==> src/rtl/noc_resp_tx.sv <==
// Read-response transmitter: buffers headers and data words, then serialises packets onto the byte-wide NoC port.
// Optional trailing XOR checksum byte is enabled by defining NOC_RESP_CHKSUM_EN.
//
// state | meaning
// IDLE  | filler byte {1,00}; drops illegal headers, waits for a startable packet
// FRAME | READ_RESP command byte {1,40}; header popped
// RID   | ReturnID byte
// LEN   | byte-count code
// DATA  | data bytes, least-significant byte of each word first
// CHK   | XOR of the packet's data bytes (NOC_RESP_CHKSUM_EN only)
module noc_resp_tx #(
   parameter int HDR_DEPTH = 4,
   parameter int DAT_DEPTH = 8
) (
   input  logic        clk,
   input  logic        rst,
   input  logic        hdr_valid,
   output logic        hdr_ready,
   input  logic [7:0]  hdr_id,
   input  logic [7:0]  hdr_len,
   input  logic        dat_valid,
   output logic        dat_ready,
   input  logic [31:0] dat_word,
   input  logic        stop,
   output logic        CmdR,
   output logic [7:0]  DataR,
   output logic        busy,
   output logic        err_len
);

   localparam int HAW = $clog2(HDR_DEPTH);
   localparam int DAW = $clog2(DAT_DEPTH);

   typedef enum logic [2:0] {
      S_IDLE  = 3'd0,
      S_FRAME = 3'd1,
      S_RID   = 3'd2,
      S_LEN   = 3'd3,
      S_DATA  = 3'd4
`ifdef NOC_RESP_CHKSUM_EN
      , S_CHK = 3'd5
`endif
   } state_t;

   logic [15:0]    hdr_mem [HDR_DEPTH];
   logic [31:0]    dat_mem [DAT_DEPTH];
   logic [HAW-1:0] hdr_wr_q, hdr_wr_d, hdr_rd_q, hdr_rd_d;
   logic [DAW-1:0] dat_wr_q, dat_wr_d, dat_rd_q, dat_rd_d;
   logic [4:0]     hdr_cnt_q, hdr_cnt_d, dat_cnt_q, dat_cnt_d;

   state_t      state_q, state_d;
   logic [1:0]  byte_q, byte_d, word_q, word_d;
   logic [7:0]  id_q, id_d, len_q, len_d;
   logic        cmd_q, cmd_d;
   logic [7:0]  data_q, data_d;
   logic        err_q, err_d;

   logic        hdr_push, hdr_pop, dat_push, dat_pop;
   logic [7:0]  head_id, head_len;
   logic [1:0]  head_nw;
   logic        head_legal, start, drop;
   logic [31:0] nxt_word;

   // Ready is forced low while reset is asserted and ignores same-cycle pops.
   assign hdr_ready = rst && (hdr_cnt_q != 5'(HDR_DEPTH));
   assign dat_ready = rst && (dat_cnt_q != 5'(DAT_DEPTH));
   assign hdr_push  = hdr_valid && hdr_ready;
   assign dat_push  = dat_valid && dat_ready;

   assign head_id    = hdr_mem[hdr_rd_q][15:8];
   assign head_len   = hdr_mem[hdr_rd_q][7:0];
   assign head_nw    = head_len[3:2];
   assign head_legal = (head_len == 8'h04) || (head_len == 8'h08) || (head_len == 8'h0C);
   assign drop  = (state_q == S_IDLE) && (hdr_cnt_q != 5'd0) && !head_legal;
   assign start = (state_q == S_IDLE) && (hdr_cnt_q != 5'd0) && head_legal &&
                  (dat_cnt_q >= {3'b000, head_nw}) && !stop;

   always_comb begin
      state_d = state_q;
      byte_d  = byte_q;
      word_d  = word_q;
      id_d    = id_q;
      len_d   = len_q;
      hdr_pop = 1'b0;
      dat_pop = 1'b0;
      err_d   = 1'b0;
      case (state_q)
         S_IDLE: begin
            if (drop) begin
               hdr_pop = 1'b1;
               err_d   = 1'b1;
            end else if (start) begin
               state_d = S_FRAME;
               id_d    = head_id;
               len_d   = head_len;
            end
         end
         S_FRAME: begin
            hdr_pop = 1'b1;
            state_d = S_RID;
         end
         S_RID:   state_d = S_LEN;
         S_LEN: begin
            state_d = S_DATA;
            byte_d  = 2'd0;
            word_d  = 2'd0;
         end
         S_DATA: begin
            byte_d = byte_q + 2'd1;
            if (byte_q == 2'd3) begin
               dat_pop = 1'b1;
               if (word_q == len_q[3:2] - 2'd1) begin
`ifdef NOC_RESP_CHKSUM_EN
                  state_d = S_CHK;
`else
                  state_d = S_IDLE;
`endif
               end else begin
                  word_d = word_q + 2'd1;
               end
            end
         end
`ifdef NOC_RESP_CHKSUM_EN
         S_CHK:   state_d = S_IDLE;
`endif
         default: state_d = S_IDLE;
      endcase
   end

   always_comb begin
      hdr_wr_d = hdr_wr_q;
      hdr_rd_d = hdr_rd_q;
      dat_wr_d = dat_wr_q;
      dat_rd_d = dat_rd_q;
      if (hdr_push) hdr_wr_d = (hdr_wr_q == HAW'(HDR_DEPTH - 1)) ? '0 : hdr_wr_q + 1'b1;
      if (hdr_pop)  hdr_rd_d = (hdr_rd_q == HAW'(HDR_DEPTH - 1)) ? '0 : hdr_rd_q + 1'b1;
      if (dat_push) dat_wr_d = (dat_wr_q == DAW'(DAT_DEPTH - 1)) ? '0 : dat_wr_q + 1'b1;
      if (dat_pop)  dat_rd_d = (dat_rd_q == DAW'(DAT_DEPTH - 1)) ? '0 : dat_rd_q + 1'b1;
      case ({hdr_push, hdr_pop})
         2'b10:   hdr_cnt_d = hdr_cnt_q + 5'd1;
         2'b01:   hdr_cnt_d = hdr_cnt_q - 5'd1;
         default: hdr_cnt_d = hdr_cnt_q;
      endcase
      case ({dat_push, dat_pop})
         2'b10:   dat_cnt_d = dat_cnt_q + 5'd1;
         2'b01:   dat_cnt_d = dat_cnt_q - 5'd1;
         default: dat_cnt_d = dat_cnt_q;
      endcase
   end

`ifdef NOC_RESP_CHKSUM_EN
   logic [7:0] chk_q, chk_d;
`endif

   // Output bytes are computed from the next state so they register in step with it;
   // the data word is read at the post-pop pointer so a new word is ready right after byte 3.
   assign nxt_word = dat_mem[dat_rd_d];

   always_comb begin
      cmd_d  = 1'b1;
      data_d = 8'h00;
      case (state_d)
         S_FRAME: data_d = 8'h40;
         S_RID: begin
            cmd_d  = 1'b0;
            data_d = id_q;
         end
         S_LEN: begin
            cmd_d  = 1'b0;
            data_d = len_q;
         end
         S_DATA: begin
            cmd_d  = 1'b0;
            data_d = nxt_word[{byte_d, 3'b000} +: 8];
         end
`ifdef NOC_RESP_CHKSUM_EN
         S_CHK: begin
            cmd_d  = 1'b0;
            data_d = chk_q;
         end
`endif
         default: begin
            cmd_d  = 1'b1;
            data_d = 8'h00;
         end
      endcase
   end

`ifdef NOC_RESP_CHKSUM_EN
   always_comb begin
      chk_d = chk_q;
      if (state_d == S_FRAME)     chk_d = 8'h00;
      else if (state_d == S_DATA) chk_d = chk_q ^ data_d;
   end

   always_ff @(posedge clk or negedge rst) begin
      if (!rst) chk_q <= 8'h00;
      else      chk_q <= chk_d;
   end
`endif

   always_ff @(posedge clk) begin
      if (hdr_push) hdr_mem[hdr_wr_q] <= {hdr_id, hdr_len};
      if (dat_push) dat_mem[dat_wr_q] <= dat_word;
   end

   always_ff @(posedge clk or negedge rst) begin
      if (!rst) begin
         hdr_wr_q  <= '0;
         hdr_rd_q  <= '0;
         hdr_cnt_q <= 5'd0;
         dat_wr_q  <= '0;
         dat_rd_q  <= '0;
         dat_cnt_q <= 5'd0;
         state_q   <= S_IDLE;
         byte_q    <= 2'd0;
         word_q    <= 2'd0;
         id_q      <= 8'h00;
         len_q     <= 8'h00;
         cmd_q     <= 1'b1;
         data_q    <= 8'h00;
         err_q     <= 1'b0;
      end else begin
         hdr_wr_q  <= hdr_wr_d;
         hdr_rd_q  <= hdr_rd_d;
         hdr_cnt_q <= hdr_cnt_d;
         dat_wr_q  <= dat_wr_d;
         dat_rd_q  <= dat_rd_d;
         dat_cnt_q <= dat_cnt_d;
         state_q   <= state_d;
         byte_q    <= byte_d;
         word_q    <= word_d;
         id_q      <= id_d;
         len_q     <= len_d;
         cmd_q     <= cmd_d;
         data_q    <= data_d;
         err_q     <= err_d;
      end
   end

   assign CmdR    = cmd_q;
   assign DataR   = data_q;
   assign busy    = (state_q != S_IDLE);
   assign err_len = err_q;

endmodule

==> config.mk <==
export PLATFORM = sky130hd
export DESIGN_NAME = noc_resp_tx
export DESIGN_NICKNAME = d
export VERILOG_FILES = /design/src/rtl/noc_resp_tx.sv
export SDC_FILE = /design/constraint.sdc
export NUM_CORES = 1
export LEC_CHECK = 0
export ABC_AREA = 1
export BUFFER_PORTS_ARGS = -buffer_cell sky130_fd_sc_hd__buf_2
export CORE_MARGIN = 3
export CORE_UTILIZATION = 69
export CTS_BUF_LIST = sky130_fd_sc_hd__clkbuf_8
export CTS_CLUSTER_DIAMETER = 60
export CTS_CLUSTER_SIZE = 14
export DETAILED_ROUTE_END_ITERATION = 16
export PLACE_DENSITY_LB_ADDON = 0.12
export SKIP_CTS_REPAIR_TIMING = 1
export SLEW_MARGIN = 20
export SYNTH_ARGS = -nofsm -noshare
export SYNTH_HDL_FRONTEND = slang
export SYNTH_SLANG_ARGS = --single-unit
export TNS_END_PERCENT = 100
==> constraint.sdc <==
create_clock -name clk -period 5 [get_ports clk]
set_input_delay 1.25 -clock clk [delete_from_list [all_inputs] [get_ports clk]]
set_output_delay 1.25 -clock clk [all_outputs]
set_load 0.01 [all_outputs]
Word level (Yosys, flattened, before mapping)
Memories as Yosys holds them, arrays and structs flattened.
Index checks and enable logic that the tools add are counted.

storage, ports and cells
  output and inout port bits = 13
  input port bits = 53
  latch bits = 0
  bits in registers = 53
  RAM bits = 320
  logic and storage cells = 104
  bits in read-only memories = 0
  memories kept = 2

memory list
  name     depth  bits a word  rd ports  clocked after memory_dff  write ports  line  RTL
  dat_mem  8      32           1         0                         1            46    logic [31:0] dat_mem [DAT_DEPTH];
  hdr_mem  4      16           1         0                         1            45    logic [15:0] hdr_mem [HDR_DEPTH];

operators by class
  $add $sub $neg = 11
  equal/unequal tests = 25
  $mul = 0
  bitwise logic cells = 1
  shifts and indexed selects = 1
  div/mod/pow operators = 0
  mux-type cells = 27
  reduce and logical (&&, ||, !) cells = 22
  order comparisons = 1

operators by type and width
  operator                                                                 count
  8-bit case mux with 4 select lines                                       1
  32-bit by 6-bit variable part select with 8-bit output                   1
  3-bit two-way mux                                                        7
  5-bit case mux with 2 select lines                                       2
  8-bit by 4-bit equality test with 1-bit output, second input constant    2
  3-bit case mux with 5 select lines                                       1
  3-bit by 2-bit equality test with 1-bit output, second input constant    4
  3-bit equality test, second input constant                               4
  5-bit by 1-bit adder with 5-bit output, second input constant            2
  2-bit equality test, second input constant                               5
  5-bit by 1-bit subtractor with 5-bit output, second input constant       2
  1-bit logical AND                                                        9
  1-bit two-way mux                                                        9
  2-bit by 1-bit adder with 2-bit output, second input constant            4
  8-bit by 3-bit equality test with 1-bit output, second input constant    1
  2-bit two-way mux                                                        4
  2-bit case mux with 2 select lines                                       2
  3-bit by 1-bit adder with 3-bit output, second input constant            2
  3-bit by 1-bit equality test with 1-bit output, second input constant    2
  3-bit AND reduction                                                      2
  2-bit nonzero test                                                       3
  5-bit by 2-bit greater-or-equal comparator with 1-bit output             1
  5-bit by 3-bit inequality test with 1-bit output, second input constant  1
  5-bit by 4-bit inequality test with 1-bit output, second input constant  1
  12 further kinds                                                         16

Logic depth before layout (Yosys ltp)
An unclocked memory read counts as a cell.

  depth after elaboration = 13
  gate-level depth with buffers = 21
  depth with buffers taken out = 19

Least setup slack after synthesis
No wires, ideal clock.

  path type = input to register
  start point = input port rst
  end point = memory dat_mem[0][0] (enable)
  path slack = 1.384 ns
  library setup time = 0.421 ns
  arrival time = 3.195 ns
  stages = 5
  path buffers = 0
  data required time = 4.579 ns
  cells stage by stage = o21ai_0 inv_1 nand2_1 or2_2 nor2_1

on the way
  word-level cells in the longest chain between the ends = 4

RTL lines
  item                                     line  RTL
  start, declared                          16    input logic rst,
  1-bit logical AND                        66    assign dat_ready = rst && (dat_cnt_q != 5'(DAT_DEPTH));
  via dat_ready                            22    output logic dat_ready,
  1-bit logical AND                        68    assign dat_push = dat_valid && dat_ready;
  1-bit two-way mux                        204   if (dat_push) dat_mem[dat_wr_q] <= dat_word;
  1-bit two-way mux (not written as such)  204
  end, declared                            46

The timed path passes the listed nets, and every way through them passes these cells.

Worst setup path after layout
  start point = input port rst
  end point = output port hdr_ready

on the way
  word-level cells in the longest chain between the ends = 1

RTL lines
  item               line  RTL
  1-bit logical AND  65    assign hdr_ready = rst && (hdr_cnt_q != 5'(HDR_DEPTH));
  end, declared      18    output logic hdr_ready,

Every way passes these cells.

==> results by stage <==
Run status:
- The run finished with clean final reports.

Yosys:
- The leading register cell type out of synthesis is sky130_fd_sc_hd__edfxtp_1.
- The largest total area in the synthesized netlist belongs to sky130_fd_sc_hd__edfxtp_1.
- The cell area that synthesis handed to floorplanning was 15,600 um^2.
- The synthesized instance count is 1,361.
- Summed over its instances, the top area cell type makes up 61.5% of the synthesized netlist area.
- In the post-synthesis netlist, the biggest area contributors are sky130_fd_sc_hd__edfxtp_1, sky130_fd_sc_hd__nand3_1, sky130_fd_sc_hd__dfrtp_1.
- The mean instance size in the synthesized netlist is 11.5 um^2.
- Synthesis instantiated 39 different standard cells from the library.
- The post-synthesis sequential element count is 373.
- Counting instances in the post-synthesis netlist gives the leading cell types as sky130_fd_sc_hd__nand2_1, sky130_fd_sc_hd__edfxtp_1, sky130_fd_sc_hd__nand3_1.
- The post-synthesis sequential area ratio is 70.0%.
- The most common cell in the synthesized netlist is sky130_fd_sc_hd__nand2_1.
- The number of synthesis warnings is 0.
- Of all flip-flops after synthesis, the portion carrying an async set or reset was 14.2%.
- Synthesis produced a netlist with a net count of 1,436.
- The number of synthesized flops with an enable pin is 320.

Power and ir drop:
- Dividing total power by cell area gives a power density of 437 nW/um^2.
- The combinational group share of total power is 26.1%.
- The share of total power dissipated in the clock network is 20.7%.
- The cell internal power dissipation is 4.92 mW.
- In this run switching power makes up 33.1% of total power.
- VDD sags by at most 0.375 mV.
- Overall power consumption after layout is estimated at 7.35 mW.
- The part of the power in registers is 53.2%.
- For this design the total switching power over the nets is 2.43 mW.
- The analysis attributes to cell leakage a power of 6.65 nW.

Floorplan:
- The die area is 24,500 um^2.
- The die span in y is 157 um.
- The die width is 157 um.
- The initial utilization of the core area, before any placement, comes to 71.0%.
- The core footprint is 22,000 um^2.
- For this design the top-level I/O count stands at 66.
- Row generation in the floorplan step produced 54 rows.

Global routing:
- The first-pass GRT wire length is 54,500 um.
- The largest net degree at the start of global routing is 93.
- The via count of the first global-routing pass is 10,300.
- The number of antenna violations at the first check in global routing is 0.
- The total routing resource utilization after global routing is 28.7%.
- The global route total overflow is 0.

STA:
- The number of hold violations in the final report is 0.
- The peak clock frequency supported by timing is 285 MHz.
- The worst slew margin relative to its limit is 34.9%.
- The fraction of the cycle the final worst path needs is 70.1%.
- The clock skew is 0.0174 ns.
- Setup total negative slack on the finished layout was measured at 0 ns.
- The smallest hold slack is 0.477 ns.
- Setup violations remaining at the end of the flow were counted as 0.
- The max-slew violation total from the final report came to 0.
- The transition at the pin with the smallest max-transition slack is 0.974 ns.
- Setup repair after global routing left no endpoint under its margin.
- The shortest period the worst path allows is 3.50 ns.

Run:
- The number of violations of the max-capacitance limit is 0.

Critical path:
- The standard cell with the maximum stage delay on the critical path is sky130_fd_sc_hd__buf_4.
- In this design, the critical path's most frequently occurring cell is sky130_fd_sc_hd__buf_2.
- Traced cell by cell, the critical path runs through buf_2, buf_4, nand2_1, inv_1, buf_2.
- STA classifies the critical path endpoint as an output port.
- Counting buffers and inverters, the worst setup path is 5 cells deep.
- The data arrival time of the critical path is 2.25 ns.
- The critical path class is input pin to output port.
- The maximum single-stage delay on the critical path is 0.55 ns.
- The largest driver fanout on the critical path is 54.
- The setup check on the worst reg-to-reg path leaves a slack of 1.57 ns.
- The kind of cell with the highest combined delay along the critical path is buffers and inverters.
- The number of buffers and inverters on the critical path is 4.
- The required time reported for the critical path endpoint is 3.75 ns.
- STA classifies the critical path startpoint as an input pin.
- For the worst flop-to-flop path, the logic depth is 16.

Clocking:
- The H-tree depth is 1.
- CTS placed an instance of sky130_fd_sc_hd__clkbuf_8 at the clock tree root.
- The number of buffers added by the clock tree synthesis step is 30.
- TritonCTS built the clock tree.
- The CTS sink count is 373.
- The clock transition at the register clock pins on the worst setup and hold paths after CTS is 0.09 ns.
- No sink is reached through more buffers than the 3 on the longest clock path.
- The clock latency reported for the late side of the worst-skew pair is 0.60 ns.

Detailed routing:
- The detailed router's first-iteration violation count is 1,244.
- After detailed routing, the number of remaining DRC violations is 0.
- For this block, the via count after detailed routing is 10,300.
- For this run, the detailed router's first-pass iteration total came to 6.
- After detailed routing, the average wire length per cell comes to 20.0 um.
- In the routed layout, each cell is associated on average with a via count of 5.99.
- The overall routed net length is 34,500 um.
- The number of routed nets with antenna violations is 0.

Finish:
- The number of filler instances in the final layout is 1,435.
- The post-synthesis to final-layout area growth is 7.48%.
- Cells with a size suffix above 1 make up 10.8% of the layout.
- The total inserted antenna cells is 0.
- The number of nets in the layout is 1,496.
- The total area of multi-input combinational cells is 3990 um^2.
- The utilization after layout is 76.3%.
- The final non-filler cell total is 1,725.
- The total area of sequential cells is 10,900 um^2.

Hold path:
- The class of the most critical hold timing path is flop to flop.
- Along the worst hold path, the cell count comes to 2.

Placed design:
- The post-placement cell count is 1,669.
- At the end of routability-driven placement, the weighted congestion stood at 0.840.
- The post-detailed-placement half-perimeter wirelength is 20,900 um.
- The number of I/O port buffers is 65.
## area by class of cell
type	instances	share of cell area, %
Clock buffer	32	2.62
Clock inverter	24	0.536
Inverter	114	2.55
Multi-Input combinational cell	811	23.7
Sequential cell	373	65.1
Tap cell	280	2.09
Timing Repair Buffer	91	3.40
## cells in the final DEF, fill, tap and decap left out, drive strengths merged
master  count
dfstp       1
nor3        3
buf        91
inv       138
fa          2
ha         20
a31oi       1
nor4        2
o22ai      16
a211oi      1
xnor2       3
o22a        1
nand2     324
o21a        2
xor2        2
clkbuf     32
o21ai      64
dfrtp      52
nor2       63
nand4       4
edfxtp    320
a21oi      15
or2         7
nand3     281
## flip-flops by register name, indices dropped and copies added, names as in the netlist, 5 cells and up
signal and count:
DataR 8, dat_cnt_q 5, dat_mem 256, hdr_cnt_q 5, hdr_mem 64, id_q 8
len_q 8
## worst register-to-register path, cell delays in order, from the launching register on
cell and delay, ns:
sky130_fd_sc_hd__dfrtp_1 0.76, sky130_fd_sc_hd__inv_2 0.28, sky130_fd_sc_hd__o21ai_0 0.16, sky130_fd_sc_hd__o22ai_1 0.09, sky130_fd_sc_hd__or2_1 0.26, sky130_fd_sc_hd__nor2_2 0.17
sky130_fd_sc_hd__nand2_1 0.07, sky130_fd_sc_hd__nand2_1 0.08, sky130_fd_sc_hd__nand2_1 0.13, sky130_fd_sc_hd__ha_1 0.28, sky130_fd_sc_hd__ha_1 0.34, sky130_fd_sc_hd__nand2_1 0.09
sky130_fd_sc_hd__nor2_1 0.04, sky130_fd_sc_hd__a211oi_1 0.26, sky130_fd_sc_hd__nor2_1 0.09, sky130_fd_sc_hd__nor2_1 0.13, sky130_fd_sc_hd__xor2_1 0.14
## per-stage QoR
step / instance area (um^2) / setup WS [ns]
CTS: 16800 / 1.46
global placement: 16300 / 1.26
detailed placement: 16300 / 1.19
floorplan: 15600 / 1.38
finish: 16800 / 1.50
global route: 16800 / 1.12
## power by group through the flow
stage | logic, mW | registers, mW | clock network, mW
global route | 2.15 | 3.94 | 1.67
finish | 1.92 | 3.91 | 1.52
global placement | 1.82 | 3.96 | 0
floorplan | 1.30 | 3.93 | 0
detailed placement | 1.91 | 3.98 | 0
CTS | 1.91 | 3.91 | 1.53
## routing by layer
metal / up-vias / GRT usage, % / share of wire, %
li1: 4821 / - / -
met1: 4980 / 41.0 / 40
met2: 451 / 46.6 / 49
met3: 86 / 3.84 / 7.5
met4: 0 / 10.3 / 3.1
met5: - / 0 / 0
## cell families (layout without fill, tap and decap cells)
group | Yosys count | in the layout | synth area share (%)
xor gates and xnor gates | 5 | 5 | 0.280
and+or+nand+nor | 684 | 684 | 19.3
DFF | 373 | 373 | 70.0
AOI/OAI and AO/OA | 100 | 100 | 3.62
adders and majority gates | 22 | 22 | 1.86
buffers and inverters | 177 | 261 | 5.01
## final timing paths
kind / from / endpoint
max in group asynchronous: rst / hdr_wr_q[0]$_DFFE_PN0P_
worst max-delay path: rst / hdr_ready
min in group asynchronous: rst / dat_wr_q[0]$_DFFE_PN0P_
worst min-delay path: len_q[7]$_DFFE_PN0P_ / len_q[7]$_DFFE_PN0P_
worst max register to register: hdr_rd_q[1]$_DFFE_PN0P_ / hdr_cnt_q[4]$_DFFE_PN0P_
worst min register to register: len_q[7]$_DFFE_PN0P_ / len_q[7]$_DFFE_PN0P_
Note: power is estimated with default switching activity, not from simulation.
